--- config.mk ---
export PLATFORM = sky130hd
export DESIGN_NAME = pipelined_chunk_adder
export DESIGN_NICKNAME = d
export VERILOG_FILES = /design/src/rtl/adder_pkg.sv /design/src/rtl/adder_chunk.sv /design/src/rtl/pipelined_chunk_adder.sv
export SDC_FILE = /design/constraint.sdc
export NUM_CORES = 1
export LEC_CHECK = 0
export BUFFER_PORTS_ARGS = -buffer_cell sky130_fd_sc_hd__buf_4
export CAP_MARGIN = 5
export CORE_ASPECT_RATIO = 0.75
export CORE_MARGIN = 4
export CORE_UTILIZATION = 30
export CTS_BUF_LIST = sky130_fd_sc_hd__clkbuf_2 sky130_fd_sc_hd__clkbuf_4 sky130_fd_sc_hd__clkbuf_8
export DETAILED_ROUTE_END_ITERATION = 8
export SLEW_MARGIN = 10
export SYNTH_ARGS = -nofsm -noshare
export SYNTH_HDL_FRONTEND = slang
export SYNTH_SLANG_ARGS = --single-unit
--- constraint.sdc ---
create_clock -name clk -period 1.74 [get_ports clk]
set_input_delay 0.174 -clock clk [delete_from_list [all_inputs] [get_ports clk]]
set_output_delay 0.174 -clock clk [all_outputs]
set_load 0.005 [all_outputs]
--- src/rtl/adder_pkg.sv ---
// Shared definitions for the pipelined chunk adder.
//   ADD / SUB     : values of the 'sub' mode input
//   chunk_cfg_ok  : true when WIDTH is a positive multiple of CHUNK,
//                   used by the top level to reject bad parameter sets
package adder_pkg;

  localparam logic ADD = 1'b0;
  localparam logic SUB = 1'b1;

  function automatic bit chunk_cfg_ok(input int width, input int chunk);
    return (chunk > 0) && (width >= chunk) && ((width % chunk) == 0);
  endfunction

endpackage

--- src/rtl/adder_chunk.sv ---
// Combinational CHUNK-bit slice adder: {Cout, s} = A + B + c.
//   A, B : slice operands (CHUNK bits)
//   c    : carry into the slice
//   s    : slice sum (CHUNK bits)
//   Cout : carry out of the slice
module adder_chunk #(
  parameter int CHUNK = 2
) (
  input  logic [CHUNK-1:0] A,
  input  logic [CHUNK-1:0] B,
  input  logic             c,
  output logic [CHUNK-1:0] s,
  output logic             Cout
);

  logic [CHUNK:0] total;

  assign total     = {1'b0, A} + {1'b0, B} + {{CHUNK{1'b0}}, c};
  assign {Cout, s} = total;

endmodule

--- src/rtl/pipelined_chunk_adder.sv ---
// Pipelined WIDTH-bit adder/subtractor built from STAGES = WIDTH/CHUNK
// slices, one registered slice per stage, with valid/ready handshaking.
//   clk, rst              : clock, synchronous active-high reset
//   in_valid / in_ready   : operand handshake (in_ready depends only on
//                           out_valid and out_ready)
//   X, Y, Cin, sub        : operands, carry-in (ADD only), mode (1 = X-Y)
//   out_valid / out_ready : result handshake
//   s                     : {carry_out, sum}; in SUB mode carry = NOT borrow
//   ovf                   : two's-complement overflow of the WIDTH-bit sum
module pipelined_chunk_adder
  import adder_pkg::*;
#(
  parameter int WIDTH = 8,
  parameter int CHUNK = 2
) (
  input  logic             clk,
  input  logic             rst,
  input  logic             in_valid,
  output logic             in_ready,
  input  logic [WIDTH-1:0] X,
  input  logic [WIDTH-1:0] Y,
  input  logic             Cin,
  input  logic             sub,
  output logic             out_valid,
  input  logic             out_ready,
  output logic [WIDTH:0]   s,
  output logic             ovf
);

  localparam int STAGES = WIDTH / CHUNK;

  if (!chunk_cfg_ok(WIDTH, CHUNK)) begin : g_bad_cfg
    $error("pipelined_chunk_adder: WIDTH must be a positive multiple of CHUNK");
  end

  logic adv;

  // Registers at the output of each stage. x/y are the skewed operands
  // (full width so the MSBs needed for overflow ride along), sum is the
  // deskewed result with slices 0..k filled in after stage k.
  logic [STAGES-1:0] valid_q, valid_d;
  logic [STAGES-1:0] carry_q, carry_d;
  logic [WIDTH-1:0]  x_q   [STAGES];
  logic [WIDTH-1:0]  x_d   [STAGES];
  logic [WIDTH-1:0]  y_q   [STAGES];
  logic [WIDTH-1:0]  y_d   [STAGES];
  logic [WIDTH-1:0]  sum_q [STAGES];
  logic [WIDTH-1:0]  sum_d [STAGES];

  // What each stage sees on its input side: the ports for stage 0,
  // the previous stage's registers otherwise.
  logic [WIDTH-1:0]  x_in   [STAGES];
  logic [WIDTH-1:0]  y_in   [STAGES];
  logic [WIDTH-1:0]  sum_in [STAGES];
  logic [STAGES-1:0] carry_in;
  logic [STAGES-1:0] valid_in;

  logic [WIDTH-1:0]  chunk_a;
  logic [WIDTH-1:0]  chunk_b;
  logic [WIDTH-1:0]  chunk_s;
  logic [STAGES-1:0] chunk_co;

  // Every stage moves together; a held result blocks the whole pipe.
  assign adv       = !valid_q[STAGES-1] || out_ready;
  assign in_ready  = adv;
  assign out_valid = valid_q[STAGES-1];
  assign s         = {carry_q[STAGES-1], sum_q[STAGES-1]};
  assign ovf       = (x_q[STAGES-1][WIDTH-1] == y_q[STAGES-1][WIDTH-1]) &&
                     (sum_q[STAGES-1][WIDTH-1] != x_q[STAGES-1][WIDTH-1]);

  // Subtraction is X + ~Y + 1, so the inversion and forced carry happen
  // once at the pipeline entry and later stages are mode-agnostic.
  always_comb begin
    carry_in = '0;
    valid_in = '0;
    for (int k = 0; k < STAGES; k++) begin
      x_in[k]   = '0;
      y_in[k]   = '0;
      sum_in[k] = '0;
    end
    x_in[0]     = X;
    y_in[0]     = (sub == SUB) ? ~Y : Y;
    sum_in[0]   = '0;
    carry_in[0] = (sub == ADD) ? Cin : 1'b1;
    valid_in[0] = in_valid;
    for (int k = 1; k < STAGES; k++) begin
      x_in[k]     = x_q[k-1];
      y_in[k]     = y_q[k-1];
      sum_in[k]   = sum_q[k-1];
      carry_in[k] = carry_q[k-1];
      valid_in[k] = valid_q[k-1];
    end
  end

  // Stage k only ever looks at slice k of its operands.
  always_comb begin
    chunk_a = '0;
    chunk_b = '0;
    for (int k = 0; k < STAGES; k++) begin
      chunk_a[k*CHUNK +: CHUNK] = x_in[k][k*CHUNK +: CHUNK];
      chunk_b[k*CHUNK +: CHUNK] = y_in[k][k*CHUNK +: CHUNK];
    end
  end

  for (genvar g = 0; g < STAGES; g++) begin : g_slice
    adder_chunk #(
      .CHUNK (CHUNK)
    ) u_chunk (
      .A    (chunk_a[g*CHUNK +: CHUNK]),
      .B    (chunk_b[g*CHUNK +: CHUNK]),
      .c    (carry_in[g]),
      .s    (chunk_s[g*CHUNK +: CHUNK]),
      .Cout (chunk_co[g])
    );
  end

  always_comb begin
    valid_d = valid_in;
    carry_d = chunk_co;
    for (int k = 0; k < STAGES; k++) begin
      x_d[k]                     = x_in[k];
      y_d[k]                     = y_in[k];
      sum_d[k]                   = sum_in[k];
      sum_d[k][k*CHUNK +: CHUNK] = chunk_s[k*CHUNK +: CHUNK];
    end
  end

  always_ff @(posedge clk) begin
    if (rst) begin
      valid_q <= '0;
      carry_q <= '0;
      x_q     <= '{default: '0};
      y_q     <= '{default: '0};
      sum_q   <= '{default: '0};
    end else if (adv) begin
      valid_q <= valid_d;
      carry_q <= carry_d;
      x_q     <= x_d;
      y_q     <= y_d;
      sum_q   <= sum_d;
    end
  end

endmodule

==> run summary <==
RSZ-0062 raised after global routing: no
First-pass GRT wire length: 7130 um
Yosys cell types: 18
Clock sink count: 54
Mean area per synthesized cell: 8.58 um^2
Pin count of the biggest net entering global routing: 55
Status: completed
Count leader, synth: nand2_1
CTS max path bufs: 2
Die area: 8840 um^2
Initial DRC count: 136
I/O pin count: 34
Via count: 1633
# port buffers: 33
Post-detailed-routing wire length: 4140 um
Async SR Flop Fraction: 0%
Post-CTS setup buffers: 0
Crit path DAT: 1.39 ns
Clock skew: 0.00541 ns
RePlAce Congestion: 0.736
Drt wl/cell: 10.8 um
Critical path required time: 1.57 ns
Synthesized area: 2210 um^2
Mapped Cells: 258
Hold Path Class: primary input to flip-flop
Highest Clock Rate: 0.638 GHz
Final Util: 37.4%
Vias in the first global route: 1528
Tcrit/Tclk final: 90.1%
Post-CTS Hold Buffers: 0
# DRC: 0
Static Leak: 1.02 nW
Synth top area share: 48.8%
Row cnt: 26
Slew headroom: 61.4%
Sequential power share: 55.0%
Core box area: 6990 um^2
H-tree depth: 2
CP peak stage delay: 0.32 ns
Combinational power share: 9.9%
Synth warn: 0
Total gr overflow: 0
Commonest cells in the synthesized netlist: nand2_1 (76), dfxtp_1 (54), a21oi_1 (37), nor2_1 (20), inv_1 (17)
Worst-Margin Slew: 0.579 ns
Number of synthesized flops with an enable pin: 0
FF+latch count, synth: 54
Tmin final: 1.57 ns
GRT Util Overall: 10.2%
Post-CTS Resized: 0
Share of cells above drive strength 1: 18.3%
Switching part of the total: 23.7%
Antenna-violating nets left: 0
Vias per std cell: 4.27
CTS tree: done
Nets@finish: 313
Top FF cell, synth: dfxtp_1
Int Power: 1.87 mW
Max_cap viols: 0
Crit. End Element: primary output
Switching power: 0.580 mW
Num CTS Buffers: 5
CP Max Fanout: 30
Setup tns final: 0 ns
Slowest CP cell: dfxtp_1
Setup crit start kind: flip-flop
Worst setup path category: flip-flop to primary output
Reg clk slew, reported paths: 0.10 ns
# setup viols final: 0
Antenna diodes: 0
DIE WIDTH: 107 um
Initial core utilization: 31.7%
Sequential cell area fraction in the yosys report: 48.8%
Fillers: 743
Later-pin clock latency in the skew report: 0.31 ns
Area Growth Syn to Fin: 18.1%
Synth Net Count: 288
First drt pass iteration count: 4
Clock share of power: 35.1%
Pwr Total: 2.45 mW
Dominant cells by area after synthesis: dfxtp_1 (49%), nand2_1 (13%), a21oi_1 (8.4%)
Crit-path cells: nor2b_2 -> inv_4 -> buf_12 -> buf_4
Height of the die: 82.4 um
PD cells: 938 nW/um^2
Synth area leader: dfxtp_1
Post-DP HPWL: 2780 um
Initial antenna violation count: 0
Peak VDD IR: 0.000348 V
Slew Limit Fails: 0
Final Hold Fails: 0
Root Buffer: clkbuf_8
==> worst max-delay path, delay by kind of cell (launching register included) <==
family        cells  cell delay [ns]
buf+inv           3             0.60
flops             1             0.32
simple gates      1             0.17
==> flip-flops by register name, indices dropped and copies added (netlist names) <==
name     cells
sum_d       12
s            8
chunk_a      6
chunk_b      6
x_d          6
y_d          6
carry_q      4
valid_q      4
x_q          1
y_q          1
==> cells by family (layout without fill, tap and decap cells) <==
kind of cell / count (synthesis) / in the layout / share of synthesized area, %
AOI/OAI and AO/OA: 54 / 54 / 15.1
xor gates and xnor gates: 8 / 8 / 3.16
adders and majority gates: 8 / 8 / 7.23
buffers and inverters: 37 / 63 / 8.98
DFF: 54 / 54 / 48.8
and+or+nand+nor: 97 / 97 / 16.7
==> worst paths after layout <==
check,start,end,slack (ns),depth (start not counted)
max,valid_q[3],in_ready,0.17,4
min reg2reg,s[2],s[2],0.45,2
max reg2reg,chunk_a[6],s[7],0.20,4
min,in_valid,valid_q[0],0.11,3
==> per-layer routing <==
metal  GRT usage (%)  wire length (um)  up-vias
li1                -                 -      860
met1            14.3              2160      735
met2            14.8              1700       30
met3            3.19               224        8
met4            3.83                58        0
met5               0                 0        -
==> cells in the final DEF, fill, tap and decap left out <==
master	Yosys	final
inv_4	1	1
nor2b_2	1	1
dfxtp_1	54	54
nand2_1	76	76
buf_12	0	1
o21ai_0	1	1
buf_4	2	36
a211oi_1	11	11
a211oi_2	5	5
nor2_1	20	20
xnor2_1	5	5
inv_1	17	17
a21oi_1	37	37
clkbuf_8	0	5
bufinv_16	0	1
inv_6	0	2
xor2_1	3	3
fa_1	8	8
==> per-stage QoR <==
stage | cell area (um^2) | cells | hold slack (ns) | setup slack, ns
after floorplan | 2210 | 258 | 0.314 | 0.182
after CTS | 2620 | 382 | 0.101 | 0.142
after detailed placement | 2500 | 374 | 0.439 | 0.125
final | 2620 | 382 | 0.111 | 0.172
after global placement | 2500 | 374 | 0.434 | 0.157
after global routing | 2620 | 382 | 0.110 | 0.0706
==> power groups by stage <==
stage	sequential [mW]	combinational [mW]	clock, mW
6_report	1.35	0.242	0.861
5_1_grt	1.36	0.282	0.950
4_1_cts	1.35	0.249	0.891
3_5_place_dp	1.38	0.247	0
3_3_place_gp	1.38	0.242	0
2_1_floorplan	1.37	0.161	0
==> area by class of cell <==
cell class	count	area, um^2	share of cell area (%)
tap	98	123	4.69
inverter	18	70.1	2.68
multi-input combinational	167	935	35.7
clock inverter	3	47.5	1.82
timing repair buffer	37	290	11.1
clock buffer	5	68.8	2.63
sequential	54	1080	41.3
(Power assumes the default switching activity.)
